==> src/rtl/fp_norm_round.sv <==
// fp_norm_round: normalise / round-to-nearest-even stage of the single-precision
// add/subtract datapath. Takes the raw signed-magnitude adder sum and emits a
// packed IEEE-754 word, normalising one bit per cycle.
//   clk, RST (async, active low), EN (global freeze)
//   in_valid/in_ready, in_sign, in_exp[EXP_W-1:0], in_mant[MANT_W-1:0]
//     in_mant = {carry, hidden, frac[FRAC_W-1:0], G, R, S}
//   out_valid/out_ready, out_result = {sign, exp, frac}, out_flags = {ovf, unf, zero}
//   busy: FSM not idle
module fp_norm_round #(
  parameter int EXP_W  = 8,
  parameter int FRAC_W = 23,
  parameter int MANT_W = FRAC_W + 5
) (
  input  logic                      clk,
  input  logic                      RST,
  input  logic                      EN,
  input  logic                      in_valid,
  output logic                      in_ready,
  input  logic                      in_sign,
  input  logic [EXP_W-1:0]          in_exp,
  input  logic [MANT_W-1:0]         in_mant,
  output logic                      out_valid,
  input  logic                      out_ready,
  output logic [EXP_W+FRAC_W:0]     out_result,
  output logic [2:0]                out_flags,
  output logic                      busy
);

  localparam int IEXP_W = EXP_W + 2;
  localparam logic [IEXP_W-1:0] EXP_MAX = IEXP_W'((1 << EXP_W) - 1);
  localparam logic [IEXP_W-1:0] EXP_ONE = IEXP_W'(1);

  typedef enum logic [2:0] {IDLE, CHECK, SHIFT, ROUND, DONE} state_t;

  state_t                   state_q, state_d;
  logic                     sign_q, sign_d;
  logic [IEXP_W-1:0]        exp_q, exp_d;
  logic [MANT_W-1:0]        mant_q, mant_d;
  logic                     sub_q, sub_d;
  logic [EXP_W+FRAC_W:0]    out_result_q, out_result_d;
  logic [2:0]               out_flags_q, out_flags_d;

  // Rounding datapath (consumed in ROUND only)
  logic                     rnd_inc;
  logic [FRAC_W+1:0]        rnd_sig;
  logic [IEXP_W-1:0]        rnd_exp;
  logic [FRAC_W-1:0]        rnd_frac;
  logic                     rnd_unf;
  logic [EXP_W+FRAC_W:0]    rnd_result;
  logic [2:0]               rnd_flags;

  assign in_ready   = EN && (state_q == IDLE);
  assign out_valid  = (state_q == DONE);
  assign busy       = (state_q != IDLE);
  assign out_result = out_result_q;
  assign out_flags  = out_flags_q;

  always_comb begin
    rnd_inc    = mant_q[2] & (mant_q[1] | mant_q[0] | mant_q[3]);
    rnd_sig    = {1'b0, mant_q[MANT_W-2:3]} + {{(FRAC_W+1){1'b0}}, rnd_inc};
    rnd_exp    = exp_q;
    rnd_frac   = rnd_sig[FRAC_W-1:0];
    rnd_unf    = 1'b0;
    rnd_result = '0;
    rnd_flags  = '0;
    if (mant_q == '0) begin
      rnd_flags = 3'b001;
    end else if (exp_q >= EXP_MAX) begin
      rnd_result = {sign_q, {EXP_W{1'b1}}, {FRAC_W{1'b0}}};
      rnd_flags  = 3'b100;
    end else begin
      if (rnd_sig[FRAC_W+1]) begin
        rnd_exp  = exp_q + EXP_ONE;
        rnd_frac = rnd_sig[FRAC_W:1];
      end else if (sub_q) begin
        // a subnormal that rounds into the hidden bit becomes the smallest normal
        rnd_exp = rnd_sig[FRAC_W] ? EXP_ONE : '0;
        rnd_unf = ~rnd_sig[FRAC_W];
      end
      if (rnd_exp >= EXP_MAX) begin
        rnd_result = {sign_q, {EXP_W{1'b1}}, {FRAC_W{1'b0}}};
        rnd_flags  = 3'b100;
      end else begin
        rnd_result = {sign_q, rnd_exp[EXP_W-1:0], rnd_frac};
        rnd_flags  = {1'b0, rnd_unf, 1'b0};
      end
    end
  end

  always_comb begin
    state_d      = state_q;
    sign_d       = sign_q;
    exp_d        = exp_q;
    mant_d       = mant_q;
    sub_d        = sub_q;
    out_result_d = out_result_q;
    out_flags_d  = out_flags_q;
    if (EN) begin
      unique case (state_q)
        IDLE: begin
          if (in_valid) begin
            sign_d  = in_sign;
            exp_d   = {2'b00, in_exp};
            mant_d  = in_mant;
            sub_d   = 1'b0;
            state_d = CHECK;
          end
        end
        CHECK: begin
          if (mant_q == '0) begin
            sign_d  = 1'b0;
            state_d = ROUND;
          end else if (mant_q[MANT_W-1]) begin
            // carry: shift right once, folding the dropped bit into sticky;
            // the non-overflow case passes through SHIFT (hidden bit now set)
            mant_d  = {1'b0, mant_q[MANT_W-1:2], mant_q[1] | mant_q[0]};
            exp_d   = exp_q + EXP_ONE;
            state_d = ((exp_q + EXP_ONE) >= EXP_MAX) ? ROUND : SHIFT;
          end else begin
            state_d = SHIFT;
          end
        end
        SHIFT: begin
          if (mant_q[MANT_W-2]) begin
            state_d = ROUND;
          end else if (exp_q > EXP_ONE) begin
            mant_d = {mant_q[MANT_W-2:0], 1'b0};
            exp_d  = exp_q - EXP_ONE;
          end else begin
            sub_d   = 1'b1;
            state_d = ROUND;
          end
        end
        ROUND: begin
          out_result_d = rnd_result;
          out_flags_d  = rnd_flags;
          state_d      = DONE;
        end
        DONE: begin
          if (out_ready) state_d = IDLE;
        end
        default: state_d = IDLE;
      endcase
    end
  end

  always_ff @(posedge clk or negedge RST) begin
    if (!RST) begin
      state_q      <= IDLE;
      sign_q       <= 1'b0;
      exp_q        <= '0;
      mant_q       <= '0;
      sub_q        <= 1'b0;
      out_result_q <= '0;
      out_flags_q  <= '0;
    end else begin
      state_q      <= state_d;
      sign_q       <= sign_d;
      exp_q        <= exp_d;
      mant_q       <= mant_d;
      sub_q        <= sub_d;
      out_result_q <= out_result_d;
      out_flags_q  <= out_flags_d;
    end
  end

endmodule

==> config.mk <==
export PLATFORM = sky130hd
export DESIGN_NAME = fp_norm_round
export DESIGN_NICKNAME = d
export VERILOG_FILES = /design/src/rtl/fp_norm_round.sv
export SDC_FILE = /design/constraint.sdc
export NUM_CORES = 1
export LEC_CHECK = 0
export CAP_MARGIN = 20
export CORE_MARGIN = 5
export CORE_UTILIZATION = 40
export DETAILED_ROUTE_END_ITERATION = 12
export MAX_ROUTING_LAYER = met4
export SETUP_SLACK_MARGIN = 0.05
export SLEW_MARGIN = 0
export SYNTH_ARGS = -nofsm -noshare
export SYNTH_HDL_FRONTEND = slang
export SYNTH_SLANG_ARGS = --single-unit
==> constraint.sdc <==
create_clock -name clk -period 3.12 [get_ports clk]
set_input_delay 0.312 -clock clk [delete_from_list [all_inputs] [get_ports clk]]
set_output_delay 0.312 -clock clk [all_outputs]
set_load 0.01 [all_outputs]
==> out/metrics.cfg <==
[status]
status = completed

[global_route]
grt.overflow.total = 0
grt_usage_pct = 21.4
grt_max_degree = 79
antenna_found_initial = 0
grt_pass1_vias = 4427
grt_pass1_wl_um = 24200

[worst_setup_path]
setup.worst_path.start_class = flip-flop
timing.rr.start = mant_q[22]$_DFFE_PN0P_
regToRegEndpoint = out_flags[2]$_DFFE_PN0P_
cp-end-kind = flip-flop
cp.required_ns = 3.34
r2r_cells = 7
rrSetupSlack_ns = 0.33
crit_fanout = 24
criticalPathCategory = flip-flop to flip-flop
critPathArrivalTime_ns = 3.01

[clock_network]
htreeDepth = 3
cts_buffer_depth = 2
cts_num_sinks = 78
numCtsBuffers = 9
cts_root_buf = clkbuf_16
cts_tree = done
clkTransAtPathRegs_ns = 0.06
clock_latency_ns = 0.34

[routing]
drt_iter0_markers = 632
drc = 0
routed_wirelength_um = 14900
ant_nets = 0
vias = 4736
wl_per_cell_um = 19.0
vias_per_cell = 6.05
dr.pass1.iters = 6

[place]
place_area_um2 = 5810
detailed_place_hpwl_um = 10700
port_buffers = 79
gp_congestion = 0.958

[synthesis]
syn_nets = 622
synthMuxAreaShare_pct = 0.231
synthAdderAreaFrac_pct = 1.28
synth_compound_area_share_pct = 26.9
syn-instance-count = 575
ys_seq_area_share_pct = 40.0
synth_area_um2 = 4880
synth-xor-area-share_pct = 3.77
synth_edf_count = 0
synth_top_family_by_area = compound AO/OA/AOI/OAI gates
synth.distinct_cells = 63
ys_ff_latch = 78
synthSimpleGateAreaFrac_pct = 21.5
synth_warnings = 0
async_flop_share_pct = 100
synth-main-ff-cell = dfrtp_1
avgSynthCellArea_um2 = 8.48

[timing]
skew_ns = 0.00611
setup_tns_ns = 0
slew-limit-headroom_pct = 59.9
layout_min_cycle_time_ns = 2.79
worstMarginPinSlew_ns = 0.601
finalHoldViolCount = 0
maxSlewViolCount = 0
whs_ns = 0.476
period_share_pct = 89.3
fmax_mhz = 359
setup_viol = 0
rsz0062_at_grt = false

[power]
vdd_drop_max_uv = 341
power_density_nw_per_um2 = 988
p_leak_nw = 2.38

[cells_and_area]
final_cell_mix = 82 x nand2_1, 78 x dfrtp_1, 78 x clkdlybuf4s50_1
seq_area_um2 = 1950
diodes = 0
fillers = 1149
nets = 681
stdcell_area_um2 = 6090
final_util_pct = 50.9
drive_gt1_share_pct = 9.59
area_growth_pct = 24.9
mostFrequentLayoutCell = nand2_1
multi_input_area_um2 = 2640

[die]
start_util_pct = 40.8
die_x_um = 120
core_um2 = 12000
floorplan.rows = 40
die-area_um2 = 14500
die_y_um = 120
ios = 80

[worst_hold_path]
hp-class = input pin to asynchronous set/reset pin

[job]
cap_violations = 0

-- state kept, by name (all words and copies together), names as in the netlist --
| signal | count |
|---|---|
| mant_q | 28 |
| out_flags | 3 |
| state_q | 3 |
| exp_q | 10 |
| sign_q | 1 |
| out_result | 32 |
| sub_q | 1 |
-- cell type report --
| class | count | share of cell area [%] |
|---|---|---|
| timing repair buffer | 107 | 17.1 |
| clock buffer | 11 | 3.82 |
| multi-input combinational | 430 | 43.4 |
| tap | 147 | 3.02 |
| sequential | 78 | 32.0 |
| clock inverter | 2 | 0.205 |
| inverter | 8 | 0.493 |
-- kinds of logic (layout without fill, tap and decap cells) --
kind of cell,Yosys count,count (layout)
AND/OR/NAND/NOR,214,214
buffers and inverters,67,128
XOR/XNOR,21,21
AO/OA/AOI/OAI,189,189
adder cells (fa/ha/maj),5,5
multiplexers,1,1
flip-flops,78,78
-- Yosys cell counts, types with 3 or more instances --
master | n | area, um^2
or4_1 | 4 | 30.0
and3_1 | 7 | 43.8
buf_4 | 3 | 22.5
o31ai_1 | 14 | 105
a221o_1 | 3 | 30.0
xor2_1 | 6 | 52.6
nor4_1 | 12 | 75.1
or3_1 | 7 | 43.8
nand2_1 | 82 | 308
and2_1 | 5 | 31.3
clkbuf_1 | 32 | 120
o21ai_0 | 70 | 350
ha_1 | 5 | 62.6
nand3_1 | 19 | 95.1
a21oi_1 | 21 | 105
a22oi_1 | 3 | 22.5
dfrtp_1 | 78 | 1950
buf_2 | 19 | 95.1
nand4_1 | 8 | 50.1
nor2_1 | 41 | 154
inv_1 | 8 | 30.0
nor3_1 | 13 | 65.1
xnor2_1 | 15 | 131
and4_1 | 3 | 26.3
a211oi_1 | 3 | 22.5
o211ai_1 | 4 | 30.0
a22o_1 | 6 | 52.6
a222oi_1 | 25 | 250
clkbuf_2 | 3 | 15.0
o21ai_1 | 3 | 15.0
o21ai_2 | 10 | 87.6
-- worst max path at each step --
| stage | start | slack, ns | endpoint |
|---|---|---|---|
| finish | mant_q[22]$_DFFE_PN0P_ | 0.33 | out_flags[2]$_DFFE_PN0P_ |
| global route | exp_q[1]$_DFFE_PN0P_ | 0.09 | out_result[19]$_DFFE_PN0P_ |
| CTS | exp_q[1]$_DFFE_PN0P_ | 0.29 | out_flags[2]$_DFFE_PN0P_ |
| detailed placement | exp_q[1]$_DFFE_PN0P_ | 0.31 | out_result[5]$_DFFE_PN0P_ |
| global placement | exp_q[0]$_DFFE_PN0P_ | 0.37 | out_result[9]$_DFFE_PN0P_ |
| floorplan | exp_q[1]$_DFFE_PN0P_ | 0.54 | out_result[10]$_DFFE_PN0P_ |
-- worst max-delay path: stages (launching register included) --
cell	delay [ns]
dfrtp_1	0.52
nand4_1	0.34
or4_1	0.57
a2111oi_0	0.42
o211a_1	0.26
a211oi_4	0.06
buf_12	0.17
a221o_1	0.32
-- report_power, final --
group	switching, mW	internal, mW	leakage [nW]
combinational	1.67	1.38	1.26
clock	0.393	0.524	0.117
sequential	0.586	1.46	1.00
total	2.65	3.36	2.38
-- metrics by stage --
stage               power (mW)  std cells  worst slack [ns]
floorplan                 3.82        575             0.540
global placement          5.03        768             0.365
detailed placement        5.08        768             0.307
CTS                       6.02        781             0.291
global route              6.47        783            0.0948
finish                    6.02        783             0.333
-- routing by layer --
layer  track usage, %  vias to the layer above  wire (um)
met2             28.7                      186       6170
met1             31.9                     2271       7330
met4             7.93                        0        295
met3             4.02                       21       1070
met5                -                        -          0
li1                 -                     2258          -
-- what timing repair did --
| item | CTS | global route |
|---|---|---|
| setup endpoints to repair | 0 | 16 |
| gates resized for setup | 0 | 2 |
| hold buffers | 0 | 1 |
| buffers inserted | 0 | 0 |
| hold endpoints to repair | 0 | 20 |
No activity file was read; power rests on OpenSTA's default activity.
